**src/rtl/boot_rom_pipe.sv**
```systemverilog
// boot_rom_pipe: pipelined boot ROM on the core's boot fetch port.
// Requests are granted while fewer than MAX_OUTST responses are owed. Each grant
// becomes a {valid, err, data} token that travels LATENCY stages, with the last
// stage being the response FIFO. Responses leave strictly in grant order.
//
// Handshake: a request transfers on a cycle where req_i && gnt_o. A response
// transfers on a cycle where rvalid_o && rready_i. While rvalid_o && !rready_i
// the head response (rdata_o/err_o) is held stable. rvalid_o depends only on
// registered state, so rready_i never feeds back into it combinationally.
module boot_rom_pipe #(
    parameter int                              DATA_WIDTH = 64,
    parameter int                              ADDR_WIDTH = 64,
    parameter int                              NUM_WORDS  = 8,
    parameter logic [ADDR_WIDTH-1:0]           BASE_ADDR  = ADDR_WIDTH'(64'h1000),
    parameter int                              LATENCY    = 1,
    parameter int                              MAX_OUTST  = 2,
    parameter logic [NUM_WORDS*DATA_WIDTH-1:0] ROM_INIT   = (NUM_WORDS*DATA_WIDTH)'({
        64'h00000000_00000000, 64'h00000000_00000000,
        64'h00000000_00000000, 64'h00000000_00000000,
        64'h00000000_80000000, 64'h00000000_00028067,
        64'h0182b283_f1402573, 64'h02028593_00000297})
) (
    input  logic                  clk_i,
    input  logic                  rst_ni,
    input  logic                  req_i,
    input  logic                  we_i,
    input  logic [ADDR_WIDTH-1:0] addr_i,
    output logic                  gnt_o,
    output logic                  rvalid_o,
    input  logic                  rready_i,
    output logic [DATA_WIDTH-1:0] rdata_o,
    output logic                  err_o
);

    localparam int BYTES_PER_WORD = DATA_WIDTH / 8;
    localparam int OFF_SH         = $clog2(BYTES_PER_WORD);
    localparam int IDX_W          = $clog2(NUM_WORDS);
    localparam int CNT_W          = $clog2(MAX_OUTST + 1);
    localparam int PTR_W          = (MAX_OUTST > 1) ? $clog2(MAX_OUTST) : 1;

    localparam logic [ADDR_WIDTH-1:0] ROM_BYTES = ADDR_WIDTH'(NUM_WORDS * BYTES_PER_WORD);
    localparam logic [CNT_W-1:0]      MAX_CNT   = CNT_W'(MAX_OUTST);
    localparam logic [PTR_W-1:0]      LAST_PTR  = PTR_W'(MAX_OUTST - 1);

    // ROM contents split into words, word 0 taken from the LSBs
    logic [DATA_WIDTH-1:0] rom_w [NUM_WORDS];
    for (genvar i = 0; i < NUM_WORDS; i++) begin : g_rom
        assign rom_w[i] = ROM_INIT[i*DATA_WIDTH +: DATA_WIDTH];
    end

    // Address decode in the grant cycle
    logic [ADDR_WIDTH-1:0] off;
    logic [IDX_W-1:0]      idx;
    logic                  hit;
    logic                  dec_err;
    logic [DATA_WIDTH-1:0] dec_data;

    // Decode: offset from base, in-range test, word index (sub-word bits dropped)
    always_comb begin
        off      = addr_i - BASE_ADDR;
        idx      = IDX_W'(off >> OFF_SH);
        hit      = (addr_i >= BASE_ADDR) && (off < ROM_BYTES);
        dec_err  = we_i || !hit;
        dec_data = dec_err ? '0 : rom_w[idx];
    end

    // Outstanding counter and FIFO state
    logic [CNT_W-1:0] outst_q, outst_d;
    logic [CNT_W-1:0] count_q, count_d;
    logic [PTR_W-1:0] wr_ptr_q, wr_ptr_d;
    logic [PTR_W-1:0] rd_ptr_q, rd_ptr_d;
    logic             pop;

    // The outstanding bound is what keeps the FIFO from ever overflowing
    assign gnt_o = req_i && (outst_q < MAX_CNT);
    assign pop   = rvalid_o && rready_i;

    // Token entering the FIFO: straight from decode, or from the last pipe stage
    logic                  push_v;
    logic                  push_err;
    logic [DATA_WIDTH-1:0] push_data;

    if (LATENCY == 1) begin : g_direct
        assign push_v    = gnt_o;
        assign push_err  = dec_err;
        assign push_data = dec_data;
    end else begin : g_pipe
        localparam int STAGES = LATENCY - 1;
        logic                  st_v_q    [STAGES];
        logic                  st_err_q  [STAGES];
        logic [DATA_WIDTH-1:0] st_data_q [STAGES];

        // Shift tokens one stage per cycle; reset drops everything in flight
        always_ff @(posedge clk_i or negedge rst_ni) begin
            if (!rst_ni) begin
                for (int i = 0; i < STAGES; i++) begin
                    st_v_q[i]    <= 1'b0;
                    st_err_q[i]  <= 1'b0;
                    st_data_q[i] <= '0;
                end
            end else begin
                st_v_q[0]    <= gnt_o;
                st_err_q[0]  <= dec_err;
                st_data_q[0] <= dec_data;
                for (int i = 1; i < STAGES; i++) begin
                    st_v_q[i]    <= st_v_q[i-1];
                    st_err_q[i]  <= st_err_q[i-1];
                    st_data_q[i] <= st_data_q[i-1];
                end
            end
        end

        assign push_v    = st_v_q[STAGES-1];
        assign push_err  = st_err_q[STAGES-1];
        assign push_data = st_data_q[STAGES-1];
    end

    function automatic logic [PTR_W-1:0] ptr_inc(input logic [PTR_W-1:0] p);
        return (p == LAST_PTR) ? '0 : p + PTR_W'(1);
    endfunction

    // Next-state for pointers, fill count and outstanding counter
    always_comb begin
        wr_ptr_d = push_v ? ptr_inc(wr_ptr_q) : wr_ptr_q;
        rd_ptr_d = pop    ? ptr_inc(rd_ptr_q) : rd_ptr_q;
        count_d  = count_q;
        outst_d  = outst_q;
        case ({push_v, pop})
            2'b10:   count_d = count_q + CNT_W'(1);
            2'b01:   count_d = count_q - CNT_W'(1);
            default: count_d = count_q;
        endcase
        case ({gnt_o, pop})
            2'b10:   outst_d = outst_q + CNT_W'(1);
            2'b01:   outst_d = outst_q - CNT_W'(1);
            default: outst_d = outst_q;
        endcase
    end

    // Control state register; reset discards all buffered responses
    always_ff @(posedge clk_i or negedge rst_ni) begin
        if (!rst_ni) begin
            wr_ptr_q <= '0;
            rd_ptr_q <= '0;
            count_q  <= '0;
            outst_q  <= '0;
        end else begin
            wr_ptr_q <= wr_ptr_d;
            rd_ptr_q <= rd_ptr_d;
            count_q  <= count_d;
            outst_q  <= outst_d;
        end
    end

    // FIFO storage; contents only matter while covered by count_q
    logic [DATA_WIDTH-1:0] fifo_data_q [MAX_OUTST];
    logic                  fifo_err_q  [MAX_OUTST];

    // Write the arriving token at the tail
    always_ff @(posedge clk_i) begin
        if (push_v) begin
            fifo_data_q[wr_ptr_q] <= push_data;
            fifo_err_q[wr_ptr_q]  <= push_err;
        end
    end

    assign rvalid_o = (count_q != '0);
    assign rdata_o  = rvalid_o ? fifo_data_q[rd_ptr_q] : '0;
    assign err_o    = rvalid_o ? fifo_err_q[rd_ptr_q]  : 1'b0;

endmodule
```
**config.mk**
```make
export PLATFORM = sky130hd
export DESIGN_NAME = boot_rom_pipe
export DESIGN_NICKNAME = d
export VERILOG_FILES = /design/src/rtl/boot_rom_pipe.sv
export SDC_FILE = /design/constraint.sdc
export NUM_CORES = 1
export LEC_CHECK = 0
export CAP_MARGIN = 15
export CORE_UTILIZATION = 25
export CTS_BUF_LIST = sky130_fd_sc_hd__clkbuf_4 sky130_fd_sc_hd__clkbuf_8
export DETAILED_ROUTE_END_ITERATION = 6
export GPL_ROUTABILITY_DRIVEN = 0
export PLACE_DENSITY = 0.66
export REMOVE_ABC_BUFFERS = 1
export SLEW_MARGIN = 10
export SYNTH_ARGS = -nofsm -noshare
export SYNTH_HDL_FRONTEND = slang
export SYNTH_SLANG_ARGS = --single-unit
```
**constraint.sdc**
```tcl
create_clock -name clk_i -period 2.3 [get_ports clk_i]
set_input_delay 0.46 -clock clk_i [delete_from_list [all_inputs] [get_ports clk_i]]
set_output_delay 0.46 -clock clk_i [all_outputs]
set_load 0.01 [all_outputs]
```
# ---- After elaboration in Yosys (flattened, before gate mapping)
# Memory sizes are Yosys's and may differ from the RTL's.
# Cells that the tools add are included.
# Widths: inputs -> output; s select.
dict set report word_totals {
  elab_cells 39
  ramBits 130
  mem_bits_ro 512
  out_inout_bits 67
  in_bits 69
  regBits 6
  mem_count 3
}
# memory depth word_bits read_ports rd_ports_with_merged_regs wr line_no
set memory_table {}
lappend memory_table {{(name not given)} 8 64 1 0 0 64} ;# dec_data = dec_err ? '0 : rom_w[idx];
lappend memory_table {fifo_data_q 2 64 1 0 1 156} ;# logic [DATA_WIDTH-1:0] fifo_data_q [MAX_OUTST];
lappend memory_table {fifo_err_q 2 1 1 0 1 157} ;# logic fifo_err_q [MAX_OUTST];
dict set report classes {
  bitwise_logic 1
  eq_ne 2
  n_reduce_logical 7
  muxes 11
  magnitude_cmp 4
  addsub 7
}
# operator n
set op_table {}
lappend op_table {{$mux 64} 4}
lappend op_table {{$ge 64x13->1 const B} 1}
lappend op_table {{$lt 64x7->1 const B} 1}
lappend op_table {{$sub 64x13->64 const B} 1}
lappend op_table {{$pmux 2 s2} 2}
lappend op_table {{$mux 1} 5}
lappend op_table {{$add 2x1->2 const B} 2}
lappend op_table {{$ge 4x4->1 const B} 1}
lappend op_table {{$not 3->4} 1}
lappend op_table {{$reduce_bool 2->1} 2}
lappend op_table {{$sub 2x1->2 const B} 2}
lappend op_table {{$logic_and 1x1->1} 3}
lappend op_table {{$add 1x1->1 const B} 2}
lappend op_table {{$eq 2x1->1 const B} 1}
lappend op_table {{$eq 2x2->1 const B} 1}
lappend op_table {{$lt 2x2->1 const B} 1}
lappend op_table {{$logic_not 1->1} 1}
lappend op_table {{$logic_or 1x1->1} 1}

# ---- Depth between registers and ports, before layout
dict set report logic_depth {
  depth_word 6
  mapped_depth 7
  depth_no_buf 7
}

# ---- Worst setup path before layout
# Ideal clock, no wire load.
dict set report synth_timing {
  path_type {input port to flip-flop}
  startpoint {in addr_i[33]}
  endpoint {mem fifo_err_q[0], data pin}
  path_buffers 0
  path_slack_ns -0.488
  required_time_ns 2.009
  cell_stages 7
  setup_ns 0.291
  arrival_ns 2.497
  cell_sequence {or3_1 > or4_4 > or3_4 > nor3_1 > xor2_1 > nor4_2 > nand4_1}
}
dict set report synth_via {
  elab_chain_len 5
  word_cells_on_any_way 6
  cone_classes {1 x add/sub; 2 x order compare; 3 x reduce/logical}
}
# element line_no
set synth_rtl {}
lappend synth_rtl {{start, declared} 27} ;# input logic [ADDR_WIDTH-1:0] addr_i,
lappend synth_rtl {{$sub 64x13->64} 60} ;# off = addr_i - BASE_ADDR;
lappend synth_rtl {{$lt 64x7->1} 62} ;# hit = (addr_i >= BASE_ADDR) && (off < ROM_BYTES);
lappend synth_rtl {{$logic_and 1x1->1 (*)} 62}
lappend synth_rtl {{$logic_not 1->1 (*)} 63} ;# dec_err = we_i || !hit;
lappend synth_rtl {{$logic_or 1x1->1 (*)} 63}
lappend synth_rtl {{via dec_err} 55} ;# logic dec_err;
lappend synth_rtl {{end, declared} 157}
# The timed path passes the listed nets; every way through them passes the cells marked *.

# ---- Worst setup path in the final report
dict set report layout_timing {
  startpoint {in addr_i[32]}
  endpoint {mem fifo_err_q[1], data pin}
}
# Same word-level chain as after synthesis.

==> results.tsv <==
metric	value	unit
status	finished, violations left	
violations	negative setup slack	
numCtsBuffers	3	
fin_cells	447	
cts_max_level	1	
worstPathRequired	2.30	ns
yosys_warnings	0	
insertion_delay	0.26	ns
overflow	0	
start_kind	input port	
period_needed	2.85	ns
dr.pass1.iters	4	
internal_power	1720	µW
start_util	26.3	%
avgSynthCellArea	9.52	µm²
grt_pass1_wl	8070	µm
hpwl	4250	µm
skew	0.00204	ns
critical_path_class	in2reg	
syn2layout_area_growth	63.9	%
drt_iter0_markers	41	
synth_cells	218	
cts_root_buffer	clkbuf_8	
max_freq	351	MHz
die_area	8670	µm²
crit_slowest_cell	or4_4	
finalPower	2610	µW
place_inst	433	
cts_tree	built	
crit_buf_inv	2	
routedWlPerCell	11.7	µm
drtAntennaViolNets	0	
drc	0	
setup_viol	18	
ir_worst_vdd	0.000352	V
critPathCaptureType	register	
antenna_found_initial	0	
final_area	3400	µm²
critPathArrivalTime	2.85	ns
power_frac_clock	8.9	%
crit_top_cell	buf_6	
layout.nets	420	
synth_top_area_share	26.0	%
rsz0062_at_grt	yes	
clk_pin_slew	0.07	ns
final_max_slew_viol_count	0	
post-place-ws	-0.974	ns
post_route_cells_drive_above_1_share	22.3	%
synth-seq-area-share	33.3	%
finalHoldViolCount	0	
hp-class	in2async	
path_delay_family	simple AND/OR/NAND/NOR gates	
post_dp_cell_area	3200	µm²
crit_chain	buf_6, or3_4, or4_4, buf_6, nor4_4, nand3_1, maj3_2, and4bb_4, nand4_1	
die_y	93.1	µm
finalSetupTns	-9.45	ns
ys_types	39	
seq_power_share	25.9	%
ys_seq_elements	24	
fillCellCount	766	
synth_ff_type	edfxtp_1	
yosysTopAreaCell	edfxtp_1	
synth-edff-count	18	
vias_per_cell	4.28	
power.switching	890	µW
cts.sinks	24	
vias	1912	
async_flop_share	25.0	%
p_sw_share	34.0	%
p_leak	0.00137	µW
cp_slowest_stage_delay	0.50	ns
power.density	768	nW/µm²
routed_wl	5230	µm
pwr-share-comb	65.2	%
grt_max_degree	14	
die_w	93.1	µm
grt_pass1_vias	1779	
setup_ws	-0.551	ns
clock_path_buffers	2	
core_area	7890	µm²
yosysMostFrequentCell	buf_4	
io_buffers	101	
std_cell_rows	32	
drv_cap	0	
worst-path-max-fanout	5	
cts_hold_buf	0	
grt_use_total	11.6	%
ys_top_cells_by_area	edfxtp_1 (26%), buf_4 (20%), dfrtp_1 (7.2%)	
yosys-top-cells-count	buf_4 (56), nor2_1 (20), edfxtp_1 (18)	
syn_area	2080	µm²
finalCritPeriodShare	124	%
antenna_cells	0	
ios	136	
-- registers in the layout, indices dropped and copies added, names as in the netlist --
register,count
fifo_data_q,16
count_q,2
fifo_err_q,2
rd_ptr_q,1
outst_q,2
wr_ptr_q,1
-- cell families after synthesis --
group           Yosys count  synth area share (%)
compound gates            8                  2.53
other cells               1                 0.181
mux                       9                  4.34
fa+ha+maj                 7                  4.10
flops                    24                  33.3
simple gates             90                  27.4
xor+xnor                 14                  6.27
buf+inv                  65                  21.9
-- final timing paths --
path	startpoint	to	slack, ns	depth (start not counted)
worst min register to register	outst_q[1]	outst_q[1]	0.46	1
max in group asynchronous	rst_ni	count_q[1]	1.63	1
worst min-delay path	rst_ni	rd_ptr_q	0.44	1
worst max register to register	count_q[0]	count_q[1]	0.80	5
worst max-delay path	addr_i[32]	fifo_err_q[1]	-0.55	9
min in group clk_i	outst_q[1]	outst_q[1]	0.46	1
-- per-stage QoR --
stage | utilization [%] | hold WS, ns
2_1_floorplan | - | 0.164
3_3_place_gp | 40.6 | 0.447
3_5_place_dp | 40.6 | 0.451
4_1_cts | 42.5 | 0.449
5_1_grt | 43.1 | 0.449
6_report | 43.1 | 0.445
-- worst reg2reg max path, cell delays in order (launching register included) --
cell and delay [ns]:
dfrtp_1 0.43, nor2_2 0.24, nor2b_1 0.12, ha_1 0.35
nor2_1 0.15, xor2_1 0.15
-- area by class of cell --
| type | instances | area, µm² | share of cell area [%] |
|---|---|---|---|
| Timing Repair Buffer | 151 | 1390 | 40.7 |
| Sequential cell | 24 | 691 | 20.3 |
| Inverter | 6 | 22.5 | 0.662 |
| Clock buffer | 3 | 41.3 | 1.21 |
| Multi-Input combinational cell | 160 | 1130 | 33.2 |
| Clock inverter | 1 | 3.75 | 0.110 |
| Tap cell | 102 | 128 | 3.75 |
-- power by group through the flow --
stage / logic, µW / registers, µW / clock network, µW
6_report: 1700 / 676 / 233
2_1_floorplan: 640 / 682 / 0
4_1_cts: 1720 / 675 / 240
3_5_place_dp: 1700 / 685 / 0
3_3_place_gp: 1670 / 682 / 0
5_1_grt: 1850 / 692 / 258
-- layout by cell type, fill, tap and decap left out, drive strengths merged, types with 8 or more instances in the layout --
cell | Yosys | layout
nor3 | 12 | 12
nor2 | 20 | 20
nor4 | 14 | 14
clkdlybuf4s50 | 0 | 96
edfxtp | 18 | 18
conb | 1 | 31
buf | 57 | 53
nand3 | 10 | 10
and4 | 8 | 8
mux2i | 9 | 9
-- repair_timing --
item | 4_1_cts | 5_1_grt
cloned | 2 | 1
buffers inserted | 6 | 1
gates resized for setup | 27 | 7
pin swaps | 14 | 10
endpoints found under the setup margin | 24 | 47
-- metal layers --
| layer | global-route usage, % | up-vias | share of wire (%) |
|---|---|---|---|
| li1 | - | 957 | - |
| met1 | 13.2 | 846 | 40 |
| met2 | 21.8 | 104 | 50 |
| met3 | 2.76 | 5 | 9.1 |
| met4 | 2.69 | 0 | 0.76 |
| met5 | 0 | - | 0 |
No activity file was read; power rests on OpenSTA's default activity.
